### config.mk
export PLATFORM = sky130hd
export DESIGN_NAME = adsr_envelope
export DESIGN_NICKNAME = d
export VERILOG_FILES = /design/src/rtl/adsr_envelope.sv
export SDC_FILE = /design/constraint.sdc
export NUM_CORES = 1
export LEC_CHECK = 0
export ABC_CLOCK_PERIOD_IN_PS = 9200
export CAP_MARGIN = 30
export CORE_MARGIN = 5
export CORE_UTILIZATION = 48
export DETAILED_ROUTE_END_ITERATION = 12
export PLACE_DENSITY_LB_ADDON = 0.08
export SLEW_MARGIN = 20
export SYNTH_ARGS = -nofsm -noshare
export SYNTH_HDL_FRONTEND = slang
export SYNTH_SLANG_ARGS = --single-unit
### constraint.sdc
create_clock -name sample_clock -period 9.2 [get_ports sample_clock]
set_clock_uncertainty 0.2 [all_clocks]
set_input_delay 1.38 -clock sample_clock [delete_from_list [all_inputs] [get_ports sample_clock]]
set_output_delay 1.38 -clock sample_clock [all_outputs]
set_load 0.05 [all_outputs]
### src/rtl/adsr_envelope.sv
// adsr_envelope: per-voice ADSR amplitude envelope with a 16-bit level accumulator
// and a two-stage multiply that scales an offset-binary sample about its midpoint.
module adsr_envelope #(
  parameter int BITDEPTH = 12
) (
  input  logic                sample_clock,
  input  logic                reset_n,
  input  logic                gate,
  input  logic [7:0]          attack,
  input  logic [7:0]          decay,
  input  logic [7:0]          sustain,
  input  logic [7:0]          release_step,
  input  logic [BITDEPTH-1:0] voice_in,
  output logic [BITDEPTH-1:0] out,
  output logic [7:0]          env,
  output logic                active
);

  typedef enum logic [2:0] {IDLE, ATTACK, DECAY, SUSTAIN, RELEASE} state_t;

  localparam int PW = BITDEPTH + 9;
  localparam logic [BITDEPTH-1:0] MIDPOINT = {1'b1, {(BITDEPTH-1){1'b0}}};

  state_t                  state;
  logic [15:0]             level;
  logic [16:0]             attack_sum;
  logic [8:0]              decay_dec;
  logic [8:0]              release_dec;
  logic [15:0]             target;
  logic [16:0]             decay_floor;
  logic signed [BITDEPTH-1:0] centered;
  logic signed [PW-1:0]    product;

  // release_step carries the release rate because "release" is a reserved word.
  assign attack_sum  = {1'b0, level} + {9'b0, attack} + 17'd1;
  assign decay_dec   = {1'b0, decay} + 9'd1;
  assign release_dec = {1'b0, release_step} + 9'd1;
  assign target      = {sustain, 8'h00};
  assign decay_floor = {1'b0, target} + {8'b0, decay_dec};

  assign env    = level[15:8];
  assign active = (state != IDLE);

  always_ff @(posedge sample_clock) begin
    if (!reset_n) begin
      state <= IDLE;
      level <= '0;
    end else begin
      case (state)
        IDLE: begin
          level <= '0;
          if (gate) state <= ATTACK;
        end
        ATTACK: begin
          if (!gate) begin
            state <= RELEASE;
          end else if (attack_sum[16]) begin
            level <= 16'hFFFF;
            state <= DECAY;
          end else begin
            level <= attack_sum[15:0];
          end
        end
        DECAY: begin
          // level - (decay+1) <= target, rearranged to avoid a signed subtract
          if (!gate) begin
            state <= RELEASE;
          end else if ({1'b0, level} <= decay_floor) begin
            level <= target;
            state <= SUSTAIN;
          end else begin
            level <= level - {7'b0, decay_dec};
          end
        end
        SUSTAIN: begin
          if (!gate) state <= RELEASE;
          else       level <= target;
        end
        RELEASE: begin
          if (gate) begin
            state <= ATTACK;
          end else if (level <= {7'b0, release_dec}) begin
            level <= '0;
            state <= IDLE;
          end else begin
            level <= level - {7'b0, release_dec};
          end
        end
        default: begin
          state <= IDLE;
          level <= '0;
        end
      endcase
    end
  end

  // Flipping the MSB recentres offset binary to two's complement.
  assign centered = {~voice_in[BITDEPTH-1], voice_in[BITDEPTH-2:0]};

  always_ff @(posedge sample_clock) begin
    if (!reset_n) begin
      product <= '0;
      out     <= MIDPOINT;
    end else begin
      product <= PW'(centered) * PW'($signed({1'b0, level[15:8]}));
      out     <= BITDEPTH'(product >>> 8) + MIDPOINT;
    end
  end

endmodule

==> out/qor.yml <==
path_clk_slew_ns: 0.07
final_cell_mix: "124 x inv_1, 82 x nand2_1, 78 x fa_1, 73 x ha_1, 67 x clkdlybuf4s50_1"
regArea_um2: 860.8
synth_edf_count: 0
die_h_um: 133.6
relSlewSlack_pct: 45.36
cp_max_fo: 8
synth_area_per_cell_um2: 8.188
finalSetupTns_ns: 0
worstPathCellList: "clkdlybuf4s50_1 -> nand2_1 -> fa_1 -> inv_1 -> fa_1 -> inv_1 -> fa_1 -> inv_1 -> fa_1 -> ha_1 -> nor4_1 -> o41ai_2 -> a41oi_1 -> o21a_1 -> nor2b_1 -> nor2b_1 -> or3_1 -> and3_1"
grt_pass1_vias: 6473
yosysSeqAreaShare_pct: 11.75
report.final.slew_viol_count: 0
regToRegStartpoint: "level[10]$_SDFFE_PN0P_"
syn_area_mm2: 0.007328
cts_resized: 0
num_antenna_cells: 0
p_seq_share_pct: 39.5
criticalPathCategory: "in2reg"
numClockSinks: 43
grt_max_degree: 44
synth_fa_ha_area_share_pct: 33.77
combPwrFrac_pct: 21.5
slowest_delay_ns: 0.62
critical-path-top-delay-family: "adder cells"
syn2layout_area_growth_pct: 12.77
finalPower_uw: 476.8
setup.worst_path.end_class: "register"
synth_flop_cell: "dfxtp_1"
drcViolationCount: 0
wirelength_mm: 19.62
drt_first_iter_violations: 503
ant_nets: 0
min_period_ns: 6.534
h-tree-depth: 2
cts_tree: "built"
reg2reg_slack_ns: 3.72
synthTopCellsByArea: "fa_1 21%, ha_1 12%, dfxtp_1 12%"
synth_top_area_share_pct: 21.31
cpMostUsedCell: "fa_1"
clockPowerShare_pct: 39.0
power.density_mw_per_mm2: 57.70
min_path_cells: 1
syn-num-nets: 1093
crit_slowest_cell: "clkdlybuf4s50_1"
cts_setup_buffers: 0
synthSimpleGateAreaFrac_pct: 21.60
yosysWarnings: 0
drive_gt1_share_pct: 3.719
rsz0062_at_grt: "false"
ys_async_sr_fraction_pct: 0
synth.distinct_cells: 69
grt_pass1_wl_mm: 32.89
synth_top_family_by_area: "adder cells"
post-place-ws_ns: 2.363
holdCritPathClass: "reg2reg"
place_congestion: 0.8977
power_leakage_nw: 3.949
hp-start: "product[19]$_SDFF_PN0_"
synthXorXnorAreaFrac_pct: 7.171
io_pins: 68
antenna_found_initial: 1
r2r_end: "product[15]$_SDFF_PN0_"
n_fill_cell: 1425
holdPathEnd: "out[11]$_SDFF_PN1_"
final_hold_viol_count: 0
grt_usage_pct: 22.51
peakVddDrop_mv: 0.07200
cts_buffers: 5
chipWidth_um: 133.6
path_buf_inv: 4
start_util_pct: 48.57
cts_buffer_depth: 2
vias: 6417
core_mm2: 0.01509
vias_per_cell: 5.684
maxCapViolCount: 0
worstSetupStartpointType: "input port"
multiInputGateArea_mm2: 0.005803
grt_overflow: 0
finalCritPeriodShare_pct: 71.02
p_int_uw: 335.3
setup_viol: 0
synth-compound-area-share_pct: 16.05
holdWs_ns: 0.2030
final_nets: 1138
max_freq_mhz: 153.0
clk_latency_ns: 0.29
first_pass_iters: 5
cp.arrival_ns: 6.53
ff2ff_path_depth: 17
synth_mux_area_share_pct: 0.5976
rows: 45
worst_slew_pin_slew_ns: 0.7989
synth_top_area_cell: "fa_1"
swShare_pct: 29.68
p_switching_uw: 141.5
dpl.hpwl_mm: 15.89
cts_hold_repair.buffers: 0
ys_seq_elements: 43
synthCells: 895
root_buffer: "clkbuf_16"
wl_per_cell_um: 17.38
outcome: "finished clean"
layout_commonest_cell: "inv_1"
critPathRequiredTime_ns: 9.19
fin_ws_ns: 2.666
io_buffer_count: 67
die_area_mm2: 0.01784
## Yosys cell counts, drive strengths merged, types with 5 or more instances
cell type / count
a211oi: 13
a21boi: 5
a21o: 19
a21oi: 32
a31oi: 6
and2: 66
and3: 11
buf: 14
clkbuf: 26
dfxtp: 43
fa: 78
ha: 73
inv: 124
nand2: 82
nand2b: 13
nand3: 29
nand4: 5
nor2: 39
nor2b: 21
nor3: 12
o211ai: 6
o21a: 9
o21ai: 36
o221ai: 5
xnor2: 37
xor2: 23
## sequential cells by signal (all words and copies together) (netlist names)
name and cells:
out 12, state 3, product 12, level 16
## cell type report
class / count / area share, %
Timing Repair Buffer: 78 / 9.084
Clock buffer: 5 / 1.514
Inverter: 124 / 5.632
Tap cell: 188 / 2.846
Multi-Input combinational cell: 688 / 70.22
Clock inverter: 3 / 0.2877
Sequential cell: 43 / 10.42
## per-stage QoR
stage / util [%] / cell area [µm²] / instances
floorplan: - / 7328 / 895
global placement: 53.70 / 8103 / 1119
detailed placement: 53.78 / 8115 / 1121
CTS: 54.77 / 8264 / 1129
global route: 54.77 / 8264 / 1129
finish: 54.77 / 8264 / 1129
## logic make-up after synthesis
| kind of cell | count (synthesis) |
|---|---|
| buf+inv | 164 |
| mux | 4 |
| fa+ha+maj | 151 |
| compound gates | 171 |
| simple gates | 302 |
| xor+xnor | 60 |
| flops | 43 |
## power by group through the flow
stage | logic, mW | registers (mW) | clock network [mW]
2_1_floorplan | 0.0557 | 0.192 | 0
3_3_place_gp | 0.0983 | 0.193 | 0
3_5_place_dp | 0.101 | 0.193 | 0
4_1_cts | 0.102 | 0.188 | 0.193
5_1_grt | 0.112 | 0.189 | 0.202
6_report | 0.102 | 0.188 | 0.186
## how the worst max path moves through the flow
stage | depth (start not counted) | endpoint | slack, ns | start
floorplan | 17 | product[15]$_SDFF_PN0_ | 3.48 | voice_in[5]
global placement | 18 | product[15]$_SDFF_PN0_ | 2.49 | voice_in[5]
detailed placement | 18 | product[15]$_SDFF_PN0_ | 2.36 | voice_in[5]
CTS | 18 | product[15]$_SDFF_PN0_ | 2.67 | voice_in[5]
global route | 18 | product[15]$_SDFF_PN0_ | 2.38 | voice_in[5]
finish | 18 | product[15]$_SDFF_PN0_ | 2.67 | voice_in[5]
## routing by layer
metal | routed length [µm] | track usage (%)
met1 | 9103 | 31.49
met2 | 9189 | 37.53
met3 | 1096 | 3.512
met4 | 226 | 3.657
met5 | 8 | 0
No activity file was read; power rests on OpenSTA's default activity.
